==> src/rtl/yolo_reduce_core.sv <==
// Streaming reducer: folds GROUP operands (sum or unsigned max) into one result,
// or passes operands straight through in bypass mode, between two FIFO-style ports.
module yolo_reduce_core #(
  parameter int TBITS = 32,
  parameter int TBYTE = 4,
  parameter int GROUP = 2
) (
  input  logic             clk,
  input  logic             rst,
  input  logic [1:0]       mode,
  input  logic [TBITS-1:0] isif_data_dout,
  input  logic [TBYTE-1:0] isif_strb_dout,
  input  logic             isif_last_dout,
  input  logic             isif_user_dout,
  input  logic             isif_empty_n,
  output logic             isif_read,
  output logic [TBITS-1:0] osif_data_din,
  output logic [TBYTE-1:0] osif_strb_din,
  output logic             osif_last_din,
  output logic             osif_user_din,
  input  logic             osif_full_n,
  output logic             osif_write
);

  localparam logic [4:0] GROUP_M1 = 5'(GROUP - 1);

  logic [TBITS-1:0] r_acc;
  logic [4:0]       r_cnt;
  logic [1:0]       r_mode;
  logic             r_out_valid;
  logic [TBITS-1:0] r_out_data;
  logic             r_out_last;
  logic             r_out_user;

  logic             w_first;
  logic [1:0]       w_mode;
  logic             w_bypass;
  logic [4:0]       w_g_m1;
  logic [TBITS-1:0] w_max;
  logic [TBITS-1:0] w_comb;
  logic             w_read;
  logic             w_close;
  logic             w_unused;

  assign w_unused = ^{isif_strb_dout, isif_user_dout};

  // The live mode input only matters on the first operand; later ones follow r_mode.
  assign w_first  = (r_cnt == 5'd0);
  assign w_mode   = w_first ? mode : r_mode;
  assign w_bypass = (w_mode == 2'b00);
  assign w_g_m1   = w_bypass ? 5'd0 : GROUP_M1;

  assign w_max  = (isif_data_dout > r_acc) ? isif_data_dout : r_acc;
  assign w_comb = w_first ? isif_data_dout :
                  (w_mode == 2'b10) ? w_max : (r_acc + isif_data_dout);

  // rst gates the pop so nothing is consumed while reset is held.
  assign w_read  = rst & isif_empty_n & (~r_out_valid | osif_full_n);
  assign w_close = w_read & ((r_cnt == w_g_m1) | isif_last_dout);

  assign isif_read     = w_read;
  assign osif_write    = r_out_valid & osif_full_n;
  assign osif_data_din = r_out_data;
  assign osif_last_din = r_out_last;
  assign osif_user_din = r_out_user;
  assign osif_strb_din = {TBYTE{1'b1}};

  always_ff @(posedge clk or negedge rst) begin
    if (!rst) begin
      r_acc       <= '0;
      r_cnt       <= '0;
      r_mode      <= '0;
      r_out_valid <= 1'b0;
      r_out_data  <= '0;
      r_out_last  <= 1'b0;
      r_out_user  <= 1'b0;
    end else begin
      if (w_read) begin
        r_acc <= w_comb;
        if (w_first) begin
          r_mode <= mode;
        end
        if (w_close) begin
          r_cnt      <= '0;
          r_out_data <= w_comb;
          r_out_last <= isif_last_dout;
          r_out_user <= isif_last_dout & (r_cnt != w_g_m1);
        end else begin
          r_cnt <= r_cnt + 5'd1;
        end
      end
      // A closing group refills the output in the same cycle it drains.
      if (w_close) begin
        r_out_valid <= 1'b1;
      end else if (r_out_valid & osif_full_n) begin
        r_out_valid <= 1'b0;
      end
    end
  end

endmodule
==> config.mk <==
export PLATFORM = sky130hd
export DESIGN_NAME = yolo_reduce_core
export DESIGN_NICKNAME = d
export VERILOG_FILES = /design/src/rtl/yolo_reduce_core.sv
export SDC_FILE = /design/constraint.sdc
export NUM_CORES = 1
export LEC_CHECK = 0
export ABC_AREA = 1
export CAP_MARGIN = 20
export CORE_UTILIZATION = 58
export DETAILED_ROUTE_END_ITERATION = 10
export HOLD_SLACK_MARGIN = 0.08
export PLACE_DENSITY = 0.91
export SLEW_MARGIN = 20
export SYNTH_ARGS = -nofsm -noshare
export SYNTH_HDL_FRONTEND = slang
export SYNTH_SLANG_ARGS = --single-unit
==> constraint.sdc <==
create_clock -name clk -period 2.7 [get_ports clk]
set_input_delay 0.27 -clock clk [delete_from_list [all_inputs] [get_ports clk]]
set_output_delay 0.27 -clock clk [all_outputs]
set_load 0.01 [all_outputs]
-- Word-level counts from Yosys, hierarchy flattened
Cells that the tools add are included.
- equal/unequal tests: 3
- bitwise logic cells: 8
- add/subtract/negate cells: 2
- reduce and logical (&&, ||, !) cells: 4
- magnitude comparators: 1
- multiplexer cells: 8
- operators by type and width (operator ; number):
    32-bit 2-to-1 mux ; 3
    32-bit adder ; 1
    32-bit > comparator ; 1
    5-bit by 1-bit adder with 5-bit output (second input constant) ; 1
    1-bit bitwise AND ; 5
    5-bit by 1-bit equality test with 1-bit output ; 1
    5-bit zero test ; 1
    5-bit 2-to-1 mux ; 1
    5-bit by 1-bit inequality test with 1-bit output ; 1
    1-bit 2-to-1 mux ; 3
    2-bit equality test (second input constant) ; 1
    2-bit zero test ; 1
    2-bit 2-to-1 mux ; 1
    1-bit OR ; 2
    2-bit AND reduction ; 1
    2-bit nonzero test ; 1
    1-bit NOT ; 1
- word-level logic and storage cells: 33
- input bits: 44
- flip-flop bits (word level): 74

-- Depth between registers and ports, before layout
Gate-level depths: netlist (run 1).
- depth in word-level cells: 8
- gate-level depth with buffers: 20

-- Worst setup path after synthesis (run 1)
Ideal clock, no wire load.
- path type: register -> register
- start point: register r_acc[11]
- end point: register r_acc[14]
- clock period less this slack: 2.075 ns
- setup time: 0.119 ns
- data arrival time: 1.956 ns
- slack: 0.625 ns
- cell stages (with the launch flop): 16
- buffers on the path: 2
- data required time: 2.581 ns
- cell sequence: dfrtp_1 > inv_1 > ha_1 > clkbuf_1 > nand4_1 > and2b_1 > nand2_1 > nand2_1 > nand2_1 > nand2_2 > buf_2 > nand3_1 > nand3_1 > nand3_1 > nand3_1 > nand2_1
- word-level cells in the longest chain between the ends: 4
- RTL lines (item ; line ; RTL):
    from (decl) ; 27 ; logic [TBITS-1:0] r_acc;
    from (signal assigned) ; 79 ; r_acc <= w_comb;
    32-bit > comparator ; 53 ; assign w_max = (isif_data_dout > r_acc) ? isif_data_dout : r_acc;
    32-bit 2-to-1 mux ; 53 ;
    32-bit 2-to-1 mux (*) ; 55 ; (w_mode == 2'b10) ? w_max : (r_acc + isif_data_dout);
    32-bit 2-to-1 mux (*) ; 54 ; assign w_comb = w_first ? isif_data_dout :
Mark *: on every way between the ends. The rest lies on a longest branch, timed or not.
A chain may end at the register's enable or synchronous reset.

-- Worst setup path after layout (run 1)
- start point: register r_cnt[0]
- end point: register r_out_data[12], in the netlist osif_data_din[12]
- word-level cells in the longest chain between the ends: 8
- RTL lines (item ; line ; RTL):
    from (decl) ; 28 ; logic [4:0] r_cnt;
    from (signal assigned) ; 89 ; r_cnt <= r_cnt + 5'd1;
    5-bit zero test ; 48 ; assign w_first = (r_cnt == 5'd0);
    2-bit 2-to-1 mux ; - ;
    2-bit zero test ; 50 ; assign w_bypass = (w_mode == 2'b00);
    1-bit 2-to-1 mux ; 51 ; assign w_g_m1 = w_bypass ? 5'd0 : GROUP_M1;
    5-bit by 1-bit equality test with 1-bit output ; 59 ; assign w_close = w_read & ((r_cnt == w_g_m1) | isif_last_dout);
    1-bit OR ; 59 ;
    1-bit bitwise AND ; 59 ;
    2-bit AND reduction (no source line) ; - ;
    to (signal assigned) ; 85 ; r_out_data <= w_comb;
    to (decl) ; 31 ; logic [TBITS-1:0] r_out_data;
Several ways; a longest one is shown, not always the timed one.

==> metrics.cfg, run 1 <==
[global_route]
grt_max_degree = 75
antenna_found_initial = 0
first_global_vias = 7730
overflow = 0
grt_usage_pct = 35.53
grt_pass1_wl_um = 36070

[logic_synthesis]
synth_edf_count = 0
synthArstFlopShare_pct = 100.0
ys_seq_area_share_pct = 25.94
synth_area_sq_um = 7139
synth_top_cell_area_share_pct = 25.94
ys_warn_count = 0
syn_avg_cell_area_sq_um = 6.279
synth_flop_cell = dfrtp_1
netlist_instances = 1137
synthDistinctLibCells = 40
yosys-top-cells-area = dfrtp_1 (26%), nand2_1 (18%), nand3_1 (15%)
synth_top_area_cell = dfrtp_1
ys_ff_latch = 74

[placed_design]
pre_cts_ws_ns = -0.1318
dp.cells = 1400
place.port_buffers = 74
dp.final_hpwl_um = 16520
gp_congestion = 0.9681
placed_area_sq_um = 8472

[clocking]
cts_tree = done
clk_pin_slew_worst_paths_ns = 0.06
cts_buffers = 9
clock_sinks = 74
ctsHoldBuffers = 0
htreeDepth = 3
clockBufferDepth = 2
cts_setup_buffers = 0
clk_latency_ns = 0.35
root_buffer = clkbuf_16

[route]
vias_per_cell = 5.586
drtIter0Drc = 580
drtAntennaViolNets = 0
wl_per_cell_um = 15.55
vias = 7910
drt_wl_total_um = 22030
firstDrtPassIters = 7
route.detailed.drc = 0

[setup_path]
crit_type = reg2reg
r2r_cells = 11
r2r_end = osif_data_din[12]
reg2reg_slack_ns = 0.07
crit_arrival_ns = 2.86
crit_path_end_kind = register
crit_required_ns = 2.93
regToRegStartpoint = r_cnt[0]
worst_setup_path_start_kind = register
cp_max_fo = 34

[cells_and_area]
n_fill_cell = 995
stdcell_count = 1416
diodes = 0
area_delta_synth_final_pct = 23.13
final_core_util_pct = 73.19
finish.instance_area_sq_um = 8791
layout.nets = 1374
drive_gt1_share_pct = 8.826

[pwr]
pwr-share-comb_pct = 69.9
p_clk_share_pct = 11.4
p_switching_mw = 5.393
ir_worst_vdd_mv = 0.7194
leakagePower_nw = 4.858
powerDensity_nw_per_um2 = 1218
seq_power_share_pct = 18.6
finalPower_mw = 10.71
p_int_mw = 5.313
swShare_pct = 50.38

[sta]
period_needed_ns = 2.630
setup_ws_ns = 0.07050
clock_skew_ns = 0.007124
drv_slew = 0
hold_viol_final = 0
fin_crit_sh_pct = 97.39
setup_viol = 0
slew_headroom_pct = 35.64
worst_slew_pin_slew_ns = 0.9654
holdWs_ns = 0.1521
fmax_ghz = 0.3803
setup_tns_ns = 0

[die]
num_rows = 40
io_pins = 84
dieArea_sq_um = 12760
start_util_pct = 59.44
core_sq_um = 12010
chipWidth_um = 112.9
fp.dieH_um = 112.9

[min_path]
hold_class = in2async

[flow_run]
maxCapViolations = 0

[outcome]
status = finished, final reports clean

==> critical path, stage by stage, from the launching register on <==
cell	delay, ns
dfrtp_1	0.42
inv_1	0.11
ha_1	0.24
nand3_4	0.25
mux2i_4	0.36
nand3_1	0.17
nand4_1	0.19
nand2_2	0.15
nand2_8	0.19
clkinv_8	0.19
nand3_1	0.14
nand2_1	0.07
==> logic make-up after synthesis <==
family,synth area share [%]
adders and majority gates,11.67
xor gates and xnor gates,0.8588
muxes,0.3154
and+or+nand+nor,41.41
DFF,25.94
other,0.05253
AOI/OAI and AO/OA,7.361
buffers and inverters,12.39
==> cell usage in the layout, fill, tap and decap left out, types with 2 or more instances in the layout <==
master           netlist  final
a21o_1                 3      3
nor2_1                76     76
ha_1                  65     65
xnor2_1                2      2
nor2_4                 2      2
clkbuf_16              0      9
nand2_2                3      3
dfrtp_1               74     74
xor2_1                 5      5
clkdlybuf4s50_1        0     73
and2_1                 2      2
buf_12                 0      4
nand4_1               17     17
conb_1                 1      4
inv_1                166    166
inv_2                  4      3
o21bai_1               8      8
o21ai_1                3      3
a21oi_1               44     44
clkinvlp_4             0      2
nor3_2                 2      2
nand2_1              347    347
nor3_1                 8      8
nand3_1              217    217
a31oi_1                3      3
o21ai_0               33     33
buf_4                  4     74
clkinv_2               0      3
==> area by class of cell <==
type / count / area [sq um] / area share, %
clock buffer: 9 / 225.2 / 2.562
clock inverter: 7 / 68.82 / 0.7828
inverter: 172 / 660.6 / 7.515
multi-input combinational: 855 / 4423 / 50.31
sequential: 74 / 1852 / 21.06
tap: 147 / 183.9 / 2.092
timing repair buffer: 152 / 1378 / 15.67
==> what timing repair did <==
item | 4_1_cts | 5_1_grt
resized for setup | 0 | 7
endpoints found under the setup margin | 0 | 38
hold endpoints to repair | 0 | 0
==> layer usage <==
| layer | global-route usage [%] | vias up | wire, um |
|---|---|---|---|
| li1 | - | 3894 | - |
| met1 | 44.29 | 3614 | 9286 |
| met2 | 61.52 | 346 | 10620 |
| met3 | 6.695 | 56 | 1653 |
| met4 | 12.63 | 0 | 465 |
| met5 | 0 | - | 0 |
==> power by group through the flow <==
stage	Clock (mW)	Sequential [mW]	Combinational [mW]
floorplan	0	2.04	4.57
global placement	0	1.96	7.09
detailed placement	0	1.99	7.25
CTS	1.22	1.98	7.34
global route	1.28	2.03	8.30
finish	1.23	1.99	7.49
==> synth_stat cells (2+ instances only) <==
| cell type | number |
|---|---|
| inv_1 | 166 |
| o21ai_0 | 33 |
| a21o_1 | 3 |
| buf_6 | 8 |
| nand3_1 | 217 |
| nor2_4 | 2 |
| a31oi_1 | 3 |
| buf_1 | 7 |
| nand2_1 | 347 |
| o21ai_1 | 3 |
| buf_4 | 4 |
| nor3_2 | 2 |
| inv_2 | 4 |
| clkbuf_1 | 8 |
| nor3_1 | 8 |
| nand4_1 | 17 |
| buf_2 | 12 |
| xor2_1 | 5 |
| xnor2_1 | 2 |
| ha_1 | 65 |
| o21bai_1 | 8 |
| nor2_1 | 76 |
| dfrtp_1 | 74 |
| a21oi_1 | 44 |
| and2_1 | 2 |
| nand2_2 | 3 |
==> how the worst max path moves through the flow <==
stage                             end  slack (ns)               from
floorplan                   r_acc[14]        0.62          r_acc[11]
global placement    osif_data_din[16]       -0.09  isif_data_dout[0]
detailed placement          r_acc[24]       -0.13  isif_data_dout[0]
CTS                  osif_data_din[3]        0.03           r_cnt[0]
global route        osif_data_din[21]       -0.06           r_cnt[0]
finish              osif_data_din[12]        0.07           r_cnt[0]
==> flip-flops by register name (all words and copies together), names as in the netlist <==
register / count
osif_user_din: 1
r_acc: 32
osif_data_din: 32
r_mode: 2
osif_last_din: 1
r_cnt: 5
r_out_valid: 1
No activity file was read; power rests on OpenSTA's default activity.
==> inputs of run 2 (changes only) <==
CTS_CLUSTER_DIAMETER = 80   (was not set)
==> results of run 2 <==
Same layout as run 1: the final DEF is identical, and so are final timing and power.
